`src/rtl/div_pkg.sv`:
```
// Shared types and constants for the iterative divider.
package div_pkg;

  typedef enum logic [1:0] {
    IDLE = 2'd0,
    CALC = 2'd1,
    FIX  = 2'd2,
    DONE = 2'd3
  } state_t;

  localparam int DIV_WIDTH = 32;

  // Counter wide enough to hold WIDTH-1 with headroom.
  function automatic int cnt_bits(input int width);
    return $clog2(width) + 1;
  endfunction

  localparam int CNT_WIDTH = $clog2(DIV_WIDTH) + 1;

endpackage

```
`src/rtl/div_sub_step.sv`:
```
// One restoring shift-subtract step: shift the next dividend bit into the
// partial remainder and subtract the divisor if it fits.
module div_sub_step
  import div_pkg::*;
#(
  parameter int WIDTH = DIV_WIDTH
) (
  input  logic [WIDTH-1:0] rem_in,
  input  logic             next_bit,
  input  logic [WIDTH-1:0] divisor,
  output logic [WIDTH-1:0] rem_out,
  output logic             quo_bit
);

  logic [WIDTH:0] shifted;
  logic [WIDTH:0] diff;
  logic           unused_diff_msb;

  // rem_in < divisor always holds, so shifted < 2*divisor and a successful
  // subtraction always fits back into WIDTH bits.
  assign shifted         = {rem_in, next_bit};
  assign diff            = shifted - {1'b0, divisor};
  assign quo_bit         = (shifted >= {1'b0, divisor});
  assign rem_out         = quo_bit ? diff[WIDTH-1:0] : shifted[WIDTH-1:0];
  assign unused_diff_msb = diff[WIDTH];

endmodule

```
`src/rtl/iterative_divider.sv`:
```
// Multi-cycle restoring divider: WIDTH shift-subtract steps on operand
// magnitudes, then one cycle of sign correction before a one-cycle done.
// Define DIV_SIGNED_EN to enable two's-complement operation via is_signed;
// without it every division is unsigned and is_signed is ignored.
module iterative_divider
  import div_pkg::*;
#(
  parameter int WIDTH = DIV_WIDTH
) (
  input  logic             clk,
  input  logic             rst,
  input  logic             start,
  input  logic [WIDTH-1:0] dividend,
  input  logic [WIDTH-1:0] divisor,
  input  logic             is_signed,
  output logic             busy,
  output logic             done,
  output logic [WIDTH-1:0] quotient,
  output logic [WIDTH-1:0] remainder,
  output logic             div_by_zero
);

  localparam int CW = cnt_bits(WIDTH);

  state_t           state;
  state_t           state_next;
  logic             accept;
  logic             last_step;
  logic [CW-1:0]    cnt;
  logic [WIDTH-1:0] acc;            // dividend bits shift out, quotient bits shift in
  logic [WIDTH-1:0] part_rem;
  logic [WIDTH-1:0] div_mag;
  logic [WIDTH-1:0] dividend_hold;  // original dividend, returned on divide-by-zero
  logic             zero_div;
  logic [WIDTH-1:0] step_rem;
  logic             step_bit;
  logic [WIDTH-1:0] dividend_mag;
  logic [WIDTH-1:0] divisor_mag;
  logic [WIDTH-1:0] quo_fixed;
  logic [WIDTH-1:0] rem_fixed;

  assign accept    = start && (state == IDLE || state == DONE);
  assign last_step = (cnt == CW'(WIDTH - 1));
  assign busy      = (state == CALC) || (state == FIX);
  assign done      = (state == DONE);

`ifdef DIV_SIGNED_EN
  logic neg_quo;
  logic neg_rem;

  assign dividend_mag = (is_signed && dividend[WIDTH-1]) ? -dividend : dividend;
  assign divisor_mag  = (is_signed && divisor[WIDTH-1])  ? -divisor  : divisor;
  // Negating a zero magnitude quotient leaves it zero, so no extra guard.
  assign quo_fixed    = neg_quo ? -acc      : acc;
  assign rem_fixed    = neg_rem ? -part_rem : part_rem;

  // Capture the result signs together with the operands.
  always_ff @(posedge clk or posedge rst) begin
    if (rst) begin
      neg_quo <= 1'b0;
      neg_rem <= 1'b0;
    end else if (accept) begin
      neg_quo <= is_signed && (dividend[WIDTH-1] ^ divisor[WIDTH-1]);
      neg_rem <= is_signed && dividend[WIDTH-1];
    end
  end
`else
  logic unused_is_signed;

  assign dividend_mag     = dividend;
  assign divisor_mag      = divisor;
  assign quo_fixed        = acc;
  assign rem_fixed        = part_rem;
  assign unused_is_signed = is_signed;
`endif

  div_sub_step #(
    .WIDTH (WIDTH)
  ) u_step (
    .rem_in   (part_rem),
    .next_bit (acc[WIDTH-1]),
    .divisor  (div_mag),
    .rem_out  (step_rem),
    .quo_bit  (step_bit)
  );

  // State register; reset returns to IDLE immediately.
  // NOTE: sequential logic uses non-blocking assignments so every register
  // samples pre-edge values regardless of block ordering.
  always_ff @(posedge clk or posedge rst) begin
    if (rst) begin
      state <= IDLE;
    end else begin
      state <= state_next;
    end
  end

  // Next-state logic; a zero divisor skips the iterations entirely.
  // NOTE: state_next gets a default before the case so no path can leave it
  // unassigned and infer a latch.
  always_comb begin
    state_next = state;
    case (state)
      IDLE, DONE: begin
        if (start) begin
          state_next = (divisor == '0) ? FIX : CALC;
        end else begin
          state_next = IDLE;
        end
      end
      CALC:    if (last_step) state_next = FIX;
      FIX:     state_next = DONE;
      default: state_next = IDLE;
    endcase
  end

  // Operand capture on accept, then one shift-subtract step per CALC cycle.
  always_ff @(posedge clk or posedge rst) begin
    if (rst) begin
      cnt           <= '0;
      acc           <= '0;
      part_rem      <= '0;
      div_mag       <= '0;
      dividend_hold <= '0;
      zero_div      <= 1'b0;
    end else if (accept) begin
      cnt           <= '0;
      acc           <= dividend_mag;
      part_rem      <= '0;
      div_mag       <= divisor_mag;
      dividend_hold <= dividend;
      zero_div      <= (divisor == '0);
    end else if (state == CALC) begin
      cnt      <= cnt + CW'(1);
      acc      <= {acc[WIDTH-2:0], step_bit};
      part_rem <= step_rem;
    end
  end

  // Result registers load only on leaving FIX and hold until the next FIX.
  // NOTE: these are reset explicitly because they drive the outputs, which
  // must read zero throughout reset.
  always_ff @(posedge clk or posedge rst) begin
    if (rst) begin
      quotient    <= '0;
      remainder   <= '0;
      div_by_zero <= 1'b0;
    end else if (state == FIX) begin
      if (zero_div) begin
        quotient    <= '1;
        remainder   <= dividend_hold;
        div_by_zero <= 1'b1;
      end else begin
        quotient    <= quo_fixed;
        remainder   <= rem_fixed;
        div_by_zero <= 1'b0;
      end
    end
  end

endmodule

```
`config.mk`:
```
export PLATFORM = sky130hd
export DESIGN_NAME = iterative_divider
export DESIGN_NICKNAME = d
export VERILOG_FILES = /design/src/rtl/div_pkg.sv /design/src/rtl/div_sub_step.sv /design/src/rtl/iterative_divider.sv
export SDC_FILE = /design/constraint.sdc
export NUM_CORES = 1
export LEC_CHECK = 0
export CAP_MARGIN = 0
export CORE_MARGIN = 4
export CORE_UTILIZATION = 56
export DETAILED_ROUTE_END_ITERATION = 7
export GPL_TIMING_DRIVEN = 0
export HOLD_SLACK_MARGIN = 0.08
export PLACE_DENSITY = 0.92
export RECOVER_POWER = 100
export SYNTH_ARGS = -nofsm -noshare
export SYNTH_HDL_FRONTEND = slang
export SYNTH_SLANG_ARGS = --single-unit
```
`constraint.sdc`:
```
create_clock -name clk -period 10.7 [get_ports clk]
set_input_delay 3.21 -clock clk [delete_from_list [all_inputs] [get_ports clk]]
set_output_delay 3.21 -clock clk [all_outputs]
set_load 0.02 [all_outputs]
```
# --- Yosys cells after proc, flatten, opt, wreduce, memory -nomap -nowiden ---
# Index checks and enable logic that the tools add are counted.
word_totals:
  ff_bits: 202
  input_bits: 68
  word_cells: 39
op_classes:
  mux: 14
  eq_ne: 5
  reduce_logical: 7
  order_cmp: 1
  add_sub_neg: 2
ops:
  columns: ["cell", "n"]
  rows:
  - ["two-way mux 32 bit", 7]
  - ["greater-or-equal comparator 33 x 32 -> 1 bit", 1]
  - ["zero test 32 bit", 1]
  - ["subtractor 32 bit", 1]
  - ["two-way mux 6 bit", 2]
  - ["adder 6 x 1 -> 6 bit (second input constant)", 1]
  - ["== test 6 x 5 -> 1 bit (second input constant)", 1]
  - ["two-way mux 2 bit", 3]
  - ["case mux 2 bit (3 select lines)", 1]
  - ["== test 2 bit (second input constant)", 2]
  - ["== test 2 x 1 -> 1 bit (second input constant)", 1]
  - ["zero test 2 bit", 1]
  - ["logical OR 1 bit", 2]
  - ["!= test 2 bit (second input constant)", 1]
  - ["nonzero test 2 bit", 1]
  - ["OR reduction 2 bit", 1]
  - ["logical AND 1 bit", 1]
  - ["two-way mux 1 bit", 1]

# --- Longest topological paths before layout ---
logic_depth:
  word_depth: 4
  ltp_mapped: 13
  ltp_nobuf: 11

# --- Cells and area by module ---
# Synthesis repeated with hierarchy kept, for this count alone.
unflattened:
  hier_cells: 1138
  area_unflattened_um2: 10625.2
modules_own_cells:
  columns: ["mod", "seq_area_each_um2", "area_per_inst_um2", "cells_per_inst", "n_inst"]
  rows:
  - ["iterative_divider", 5054.8, 8294.2, 815, 1]
  - ["div_sub_step", 0.0, 2331.0, 323, 1]

# --- Worst setup path after synthesis ---
# OpenSTA, ideal clock, no wires.
synth_path:
  path_type: "input port to flip-flop"
  startpoint: "in start"
  endpoint: "reg part_rem[26]"
  setup_slack_ns: 6.347
  n_path_buf: 3
  arrival_time_ns: 4.219
  stages: 5
  path_cell_list: "and2_1 clkbuf_1 clkbuf_1 buf_1 o22ai_1"
synth_between:
  elab_chain_cells: 2
  word_cells_on_any_way: 3
  classes_between: "1 x mux; 2 x reduce/logical"
synth_lines:
  columns: ["element", "line_no", "source"]
  rows:
  - ["from (decl)", "iterative_divider.sv:12", "input logic start,"]
  - ["logical AND 1 bit *", "iterative_divider.sv:42", "assign accept = start && (state == IDLE || state == DONE);"]
  - ["two-way mux 32 bit or nonzero test 2 bit (tied branches)", null, null]
  - ["to (signal assigned)", "iterative_divider.sv:136", "part_rem <= step_rem;"]
  - ["to (decl)", "iterative_divider.sv:31", "logic [WIDTH-1:0] part_rem;"]
# Mark *: on every way between the ends. The rest lies on a longest branch, timed or not.
# A chain may end at the register's enable or synchronous reset.

==> summary.md <==
| Metric | Value |
|---|---|
| Number of standard cells in the final layout excluding fillers | `about 1400` |
| Mapped Nets | `roughly 1100` |
| Number of placement rows | `48` |
| Initial antenna violation count | `0` |
| Arrival time of data at the critical path endpoint | `around 6300 ps` |
| Endpoint of the most critical register-to-register path | `part_rem[2]` |
| Number of slew-limit violations in the final report | `80` |
| Critical path class | `in2async` |
| Number of I/O port buffers | `133` |
| First-pass GRT wire length | `between 40000 and 50000 um` |
| Max Fanout on Critical Path | `123` |
| Leakage Power | `5.63 nW` |
| Final net count | `1307` |
| Count of yosys warnings during synthesis | `0` |
| Area added between synthesis and finish | `23.9%` |
| Busiest metal layer after global routing | `met2` |
| Count of endpoints failing hold in the final timing report | `0` |
| Endpoint with the worst hold slack | `dividend_hold[31]` |
| FF+latch count, synth | `202` |
| Grt met1 use | `between 30% and 40%` |
| Maximum Capacitance Violations | `1` |
| Area share of the largest cell type after synthesis | `49.8%` |
| Startpoint of the lowest-slack hold path | `dividend_hold[31]` |
| CTS H-tree depth | `1` |
| Instance count of the mapped netlist | `1044` |
| Cell count of the worst reg-to-reg path | `11` |
| Fraction of final layout cells with drive strength greater than 1 | `4.85%` |
| Least-Margin Pin Slew | `3440 ps` |
| Final count of negative-setup-slack endpoints | `0` |
| Number of synthesized flops with an enable pin | `0` |
| Cell count after placement | `1403` |
| Primary FF master, synth | `dfrtp_1` |
| Horiz. Die Dim | `143 um` |
| Worst rel slew slack | `-131%` |
| Aggregate global routing overflow | `0` |
| Half-perimeter wire length of the detailed placement result | `20700 um` |
| Die Ht | `around 140 um` |
| IR Drop Worst-Case VDD | `237 uV` |
| Antenna Nets Post-Route | `0` |
| Routed vias/inst | `slightly above 6` |
| Timing-limited maximum frequency | `between 150 and 200 MHz` |
| Post-Route WL | `around 29000 um` |
| Detailed-route DRC error count | `0` |
| CTS Sinks | `slightly above 200` |
| Number of ports placed on the die boundary | `135` |
| Setup crit end kind | `asynchronous set/reset pin` |
| Required time of the critical path | `11280 ps` |
| Netlist area before placement | `10100 um2` |
| Number of inserted filler cells in the final layout | `around 1200` |
| Class of the tightest hold or removal check | `reg2reg` |
| Post-CTS sizing | `0` |
| Power per cell area | `383 nW/um2` |
| Violation count after the first detailed-routing iteration | `a little over 800` |
| Met2 Track Usage GR | `46.9%` |
| Leading cell type by number of instances after synthesis | `dfrtp_1` |
| Critical Path Source Type | `input port` |
| Crit Reg-Reg Startpoint | `part_rem[5]` |
| Inserted Clock Buffers | `22` |
| Post-CTS Setup Repair Bufs | `0` |
| Run status | `finished, violations left` |
| TritonCTS clock tree | `done` |
| Weighted congestion reported at the end of routability-driven placement | `0.909` |
| Clock root buffer master | `clkbuf_16` |
| Total number of vias | `approximately 8800` |
| Post-synthesis sequential area ratio | `49.8%` |
| Core Region | `17500 um2` |
| Number of different library cells in the post-synthesis netlist | `66` |
| Antenna diode count | `0` |
| Leading cell types by count after synthesis | `dfrtp_1 (202), nand2_1 (171), o21ai_0 (109)` |
| Share of the cycle needed by the critical path after routing | `53.5%` |
| Final critical delay including setup and external delays | `5730 ps` |
| Post-CTS Hold Fix Bufs | `0` |
| Setup slack of the worst register-to-register path | `between 7000 and 8000 ps` |
| Setup repair after global routing missed its margin | `no` |
| Met3 demand-to-capacity share in global routing | `under 10%` |
| WL/cell | `19.9 um` |
| Clock edge transition at the registers on the reported setup and hold paths | `50 ps` |
| Max Buffers Root-to-Sink | `3` |
| Largest cells by area after synthesis | `dfrtp_1 (50%), mux2i_1 (8.2%), nand2_1 (6.3%), o21ai_0 (5.4%), ha_1 (4.4%)` |
| Post-Syn Area per Cell | `9.72 um2` |
| Clock network latency to the later pin of the worst-skew pair | `about 520 ps` |
| Total die area | `20300 um2` |
| GR Util All Layers | `between 20 and 30%` |
| Async set-reset flop share out of synthesis | `100%` |
| Hold path depth | `2` |
| Final setup skew | `between 10 and 15 ps` |
| Maximum number of pins on one net before global-route repair | `124` |
| Cell accounting for the most synthesized area | `dfrtp_1` |
| Design Power | `0.00482 W` |
| Starting Density | `57.9%` |
| Failing checks | `max-capacitance violations, max-slew violations` |
| Via count of the first global-routing pass | `between 8000 and 9000` |
| Number of search-and-repair iterations in the first detailed-routing pass | `5` |
## cell usage in the layout, fill, tap and decap left out, types with 5 or more instances in the layout
cell,count
nor3b_1,8
clkbuf_1,51
inv_1,43
xnor2_1,15
nor4_1,8
a21oi_1,78
dfrtp_1,202
a21o_1,6
o31ai_1,5
dlygate4sd3_1,70
nor2_1,57
a31oi_1,10
xor2_1,13
a41oi_1,9
mux2i_1,83
o21ai_0,109
clkdlybuf4s50_1,63
o21a_1,5
o22a_1,30
nand4_1,12
nand2_1,171
nor2b_1,7
nor3_1,7
clkbuf_16,22
nand3_1,8
ha_1,36
## layer usage
layer | vias up | wire [um]
met5 | - | 0
met4 | 0 | 982
met3 | 77 | 2080
met2 | 417 | 13500
met1 | 4251 | 12100
li1 | 4006 | -
## area by class of cell
| type | count | area [um2] | share of cell area, % |
|---|---|---|---|
| Timing Repair Buffer | 134 | 1360 | 10.8 |
| Clock inverter | 11 | 175 | 1.39 |
| Buffer | 61 | 260 | 2.07 |
| Multi-Input combinational cell | 737 | 4670 | 37.1 |
| Clock buffer | 28 | 613 | 4.87 |
| Sequential cell | 202 | 5050 | 40.2 |
| Inverter | 44 | 166 | 1.32 |
| Tap cell | 225 | 282 | 2.24 |
## per-stage QoR
| step | instance area (um2) | util (%) | TNS (ps) | hold WS (ps) | worst slack (ps) |
|---|---|---|---|---|---|
| detailed placement | 11800 | 67.3 | 0 | 463 | 4870 |
| finish | 12600 | 71.7 | 0 | 476 | 4970 |
| global route | 12600 | 71.7 | 0 | 488 | 4440 |
| CTS | 12600 | 71.8 | 0 | 477 | 5310 |
| floorplan | 10100 | - | 0 | 446 | 1980 |
| global placement | 11800 | 67.1 | -54540 | 457 | -284 |
## worst max-delay path by stage
stage / slack [ps] / start / cells after the start / to
2_1_floorplan: 1980 / rst / 1 / acc[0]
3_3_place_gp: -280 / rst / 2 / div_mag[30]
3_5_place_dp: 4870 / start / 7 / acc[0]
4_1_cts: 5310 / start / 7 / acc[4]
5_1_grt: 4440 / rst / 2 / remainder[22]
6_report: 4970 / rst / 3 / div_mag[7]
## critical path, cell delays in order
cell and delay, ps:
dlygate4sd3_1 550, clkinvlp_2 1920, buf_16 470
## kinds of logic after synthesis
group,count (synthesis),share of synthesized area (%)
xor gates and xnor gates,28,2.42
DFF,202,49.8
and+or+nand+nor,303,13.2
AOI/OAI and AO/OA,285,17.5
buffers and inverters,105,4.19
adders and majority gates,37,4.64
muxes,84,8.30
## sequential cells by signal (all words and copies together), names as in the netlist
name           flops
acc               32
state              2
div_by_zero        1
cnt                6
zero_div           1
div_mag           32
remainder         32
quotient          32
dividend_hold     32
part_rem          32
## where the power goes
| part | leakage [nW] | total [W] | internal, W | switching [W] |
|---|---|---|---|---|
| sequential | 2.48 | 0.00142 | 0.00114 | 0.000279 |
| clock | 0.382 | 0.000821 | 0.000503 | 0.000318 |
| combinational | 2.77 | 0.00259 | 0.00103 | 0.00156 |
| total | 5.63 | 0.00482 | 0.00267 | 0.00215 |
(Power assumes the default switching activity.)
==> RTL change 1: new RTL, config.mk and constraints unchanged <==
Register the outputs `busy` and `done`; this adds one clock of latency there. The other outputs are not delayed to match. Comments in the files are not updated.
--- a/src/rtl/iterative_divider.sv
+++ b/src/rtl/iterative_divider.sv
@@ -41,8 +41,10 @@
 
   assign accept    = start && (state == IDLE || state == DONE);
   assign last_step = (cnt == CW'(WIDTH - 1));
-  assign busy      = (state == CALC) || (state == FIX);
-  assign done      = (state == DONE);
+  always_ff @(posedge clk) begin
+    busy <= (state == CALC) || (state == FIX);
+    done <= (state == DONE);
+  end
 
 `ifdef DIV_SIGNED_EN
   logic neg_quo;
Formal check against the unedited RTL: not equivalent (Yosys sat finds a counterexample within 4 cycles, from zero or initial values and one cycle with rst high).
==> RTL change 1 against the original RTL <==
  * The flow still finishes with violations (max-capacitance violations, max-slew violations)
  * Total power increased by 4.7%
  * Clock skew rose by 2.2 ps
  * Fmax down 2.6%
  * Final area grew 2.0%
  * Worst setup slack worse by 150 ps
  * Sequential cell count grew 2
  * Combinational power increased by 8.1%
  * Wire length up 8.3%
  * Synthesized area is 2.7% higher
==> RTL change 1: results (changes against the original RTL) <==
| Metric | Value |
|---|---|
| XOR/XNOR share of the synthesized area | `0.02185 (was 0.02416)` |
| DRT met1 WL | `12.13 mm (was 12.15 mm)` |
| Register area share after synthesis | `0.4889 (was 0.4980)` |
| Slew @ Worst Pin | `3649 ps (was 3442 ps)` |
| Max IR drop VDD | `0.1629 mV (was 0.2373 mV)` |
| Syn Area/Cell | `8.961 µm² (was 9.722 µm²)` |
| Crit path launch | `rst (unchanged)` |
| Crit path max fanout | `84 (was 123)` |
| Final Wtd Congestion | `0.9247 (was 0.9088)` |
| First-pass GRT wire length | `49.09 mm (was 46.46 mm)` |
| WP data arrival | `5870 ps (was 6310 ps)` |
| Netlist Area Pre-Place | `0.01042 mm² (was 0.01015 mm²)` |
| Mux share of post-synthesis cell area | `0.06543 (was 0.08296)` |
| Final Max Tran Viols | `84 (was 80)` |
| Failing checks | `max-capacitance violations, max-slew violations (unchanged)` |
| Status | `finished, violations left (unchanged)` |
| Seq area share | `0.3969 (was 0.4018)` |
| Final non-clock buffer share | `0.1301 (was 0.1287)` |
| Nets@finish | `1426 (was 1307)` |
| Post-synth ARST share | `0.9902 (was 1.000)` |
| Share of cells above drive strength 1 | `0.05476 (was 0.04848)` |
| WL final | `31.05 mm (was 28.67 mm)` |
| Iter 0 DRT Violations | `823 (was 805)` |
| Final clock-cell share | `0.05985 (was 0.06266)` |
| Grt met3 use | `0.05291 (was 0.03483)` |
| Pin count of the biggest net entering global routing | `120 (was 124)` |
| Clk_lat worst skew | `500 ps (was 520 ps)` |
| Leak | `5.622 nW (was 5.630 nW)` |
| Syn. warnings | `0 (unchanged)` |
| # fillers | `1264 (was 1242)` |
| Final Skew | `12.53 ps (was 10.34 ps)` |
| Non-CTS buffers | `209 (was 195)` |
| Synth cell types | `61 (was 66)` |
| Met3 WL post-DR | `2.827 mm (was 2.084 mm)` |
| Syn_nets | `1268 (was 1149)` |
| GR Util met2 | `0.4984 (was 0.4691)` |
| Post-DP HPWL | `22.20 mm (was 20.73 mm)` |
| Routed wl met2 | `14.75 mm (was 13.46 mm)` |
| GR Util met1 | `0.3829 (was 0.3936)` |
| Maxcap violations | `1 (unchanged)` |
| Vias in the first global route | `9532 (was 8750)` |
| CTS Sinks | `204 (was 202)` |
| Multi-In Gates | `834 (was 737)` |
| Multi-input gate share of the layout cell area | `0.3761 (was 0.3712)` |
| # clk buffers | `29 (was 28)` |
| CP peak stage delay | `2050 ps (was 1920 ps)` |
| Min-delay src | `dividend_hold[12]$_DFFE_PP0P_ (was dividend_hold[31]$_DFFE_PP0P_)` |
| Synth Area in Compound Gates | `0.1726 (was 0.1746)` |
| Synth Area in Adders | `0.04514 (was 0.04635)` |
| Via density | `6.047 (was 6.069)` |
| DR pass1 iterations | `6 (was 5)` |
| Synth top area cells | `dfrtp_1 49%, nand2_1 6.8%, mux2i_1 6.4%, a21oi_1 6.1%, nor2_1 5.2% (was dfrtp_1 50%, mux2i_1 8.2%, nand2_1 6.3%, o21ai_0 5.4%, ha_1 4.4%)` |
| GR Util All Layers | `0.2978 (was 0.2841)` |
[RTL change 1: metrics by stage]
step                area [µm²]  setup WS (ps)
floorplan                10420           1979
global placement         12040         -186.2
detailed placement       12070           4855
CTS                      12840           5352
global route             12840           4187
finish                   12840           4821
[RTL change 1: path summary, 6_finish.rpt]
path,end,slack [ps],depth (start not counted)
min,dividend_hold[12]$_DFFE_PP0P_,480,2
min in group asynchronous,quotient[5]$_DFFE_PP0P_,4250,2
max,acc[27]$_DFFE_PP0P_,4820,2
min reg2reg,dividend_hold[12]$_DFFE_PP0P_,480,2
max in group clk,acc[0]$_DFFE_PP0P_,5180,6
max reg2reg,part_rem[0]$_DFFE_PP0P_,7500,10
[RTL change 1: power by group]
| group | leakage, nW | switching (mW) | internal [mW] |
|---|---|---|---|
| clock | 0.375 | 0.309 | 0.496 |
| combinational | 2.76 | 1.75 | 1.04 |
| sequential | 2.48 | 0.297 | 1.15 |
| total | 5.62 | 2.36 | 2.69 |
==> RTL change 2: new RTL, same flow settings <==
Made on the original files. Add a define of `DIV_SIGNED_EN`.
--- a/src/rtl/iterative_divider.sv
+++ b/src/rtl/iterative_divider.sv
@@ -2,6 +2,8 @@
 // magnitudes, then one cycle of sign correction before a one-cycle done.
 // Define DIV_SIGNED_EN to enable two's-complement operation via is_signed;
 // without it every division is unsigned and is_signed is ignored.
+`define DIV_SIGNED_EN
+
 module iterative_divider
   import div_pkg::*;
 #(
Check against the original RTL: no difference found for any inputs over 4 cycles, from zero or initial values and one cycle with rst high; that may be too few to reach the edited logic, so the function may still have changed.
==> RTL change 2 against the original RTL <==
  * The run still ends with max-capacitance violations, max-slew violations left
  * Register-to-register slack got worse by 1100 ps
  * Worst setup slack worse by 780 ps
  * Total power grew 14%
  * Via count grew 36%
  * Synthesized area rose by 26%
  * Sequential share of layout area fell by 6.9 points
  * Hold slack better by 4.7 ps
  * Final cell count is 36% higher
  * Sequential cell count increased by 2
  * Clock skew up 8.1 ps
  * Core utilization fell by 3.8 points
  * Final area grew 22%
  * Wire length up 31%
  * Critical endpoint is now remainder[12]$_DFFE_PP0P_
==> RTL change 2: results (changes against the original RTL) <==
| Metric | Value |
|---|---|
| R2R setup slack | `6240 ps (was 7390 ps)` |
| Dpl ws | `4120 ps (was 4870 ps)` |
| # fillers | `1748 (was 1242)` |
| Placed insts | `1920 (was 1403)` |
| Maxcap violations | `1 (unchanged)` |
| Final Max Tran Viols | `103 (was 80)` |
| Final Skew | `18.42 ps (was 10.34 ps)` |
| Synth top area cells | `dfrtp_1 40%, nand2_1 7.2%, o21ai_0 6.2%, xor2_1 6.2%, mux2i_1 4.8% (was dfrtp_1 50%, mux2i_1 8.2%, nand2_1 6.3%, o21ai_0 5.4%, ha_1 4.4%)` |
| Syn_nets | `1610 (was 1149)` |
| Max IR drop VDD | `0.1241 mV (was 0.2373 mV)` |
| WP data arrival | `6340 ps (was 6310 ps)` |
| Design internal power | `2.951 mW (was 2.672 mW)` |
| First-pass GRT wire length | `59.60 mm (was 46.46 mm)` |
| GR Util met1 | `0.3484 (was 0.3936)` |
| Leak | `6.582 nW (was 5.630 nW)` |
| Reg2Reg Depth | `13 (was 11)` |
| Post-DP HPWL | `28.10 mm (was 20.73 mm)` |
| Nets@finish | `1768 (was 1307)` |
| Failing checks | `max-capacitance violations, max-slew violations (unchanged)` |
| GR Util All Layers | `0.2858 (was 0.2841)` |
| Syn Area/Cell | `8.538 µm² (was 9.722 µm²)` |
| Share of cells above drive strength 1 | `0.04659 (was 0.04848)` |
| Iter 0 DRT Violations | `1177 (was 805)` |
| Total power | `5.512 mW (was 4.824 mW)` |
| Routed wl met2 | `17.89 mm (was 13.46 mm)` |
| Final hold slack | `481.0 ps (was 476.4 ps)` |
| Met3 WL post-DR | `3.059 mm (was 2.084 mm)` |
| Worst r2r dst | `part_rem[10]$_DFFE_PP0P_ (was part_rem[2]$_DFFE_PP0P_)` |
| DRT met1 WL | `14.64 mm (was 12.15 mm)` |
| Crit path to | `remainder[12]$_DFFE_PP0P_ (was div_mag[7]$_DFFE_PP0P_)` |
| DP Area | `0.01454 mm² (was 0.01180 mm²)` |
| Sequential Area | `0.005105 mm² (was 0.005055 mm²)` |
| Pin count of the biggest net entering global routing | `104 (was 124)` |
| Via density | `6.058 (was 6.069)` |
| Register area share after synthesis | `0.3983 (was 0.4980)` |
| GR Util met2 | `0.4909 (was 0.4691)` |
| Max Clock Freq | `153.5 MHz (was 174.6 MHz)` |
| Slew @ Worst Pin | `4481 ps (was 3442 ps)` |
| CP peak stage delay | `2510 ps (was 1920 ps)` |
| Crit path max fanout | `103 (was 123)` |
| Endpoint, Worst Hold | `div_mag[17]$_DFFE_PP0P_ (was dividend_hold[31]$_DFFE_PP0P_)` |
| Grt met3 use | `0.05151 (was 0.03483)` |
| Drt wl/cell | `19.20 µm (was 19.88 µm)` |
| Status | `finished, violations left (unchanged)` |
RTL change 2: worst reg2reg max path, cell delays in order, from the launching register on:
cell       delay, ps
dfrtp_1          470
ha_1             320
clkbuf_1         270
nand2_1           80
o21ai_0          370
nor2b_1          270
o21ai_0          120
a21boi_0         430
a31oi_1          250
o2111ai_1        450
buf_2            360
clkbuf_1         540
o221ai_1         250
a31oi_1          200
RTL change 2: layout make-up:
class	count	share of cell area
clock buffers	32	0.04430
repair buffers	134	0.08860
multi-input cells	1157	0.4674
inverters	55	0.01354
clock inverters	7	0.009056
well taps	285	0.02325
flip-flops and latches	204	0.3329
plain buffers	85	0.02097
RTL change 2: cells by family (layout without fill, tap and decap cells):
group,count (synthesis),in the layout,synth area share
and+or+nand+nor,494,494,0.1705
xor gates and xnor gates,149,149,0.1018
buffers and inverters,140,313,0.04120
muxes,89,89,0.07224
adders and majority gates,41,41,0.04061
AOI/OAI and AO/OA,384,384,0.1753
DFF,204,204,0.3983
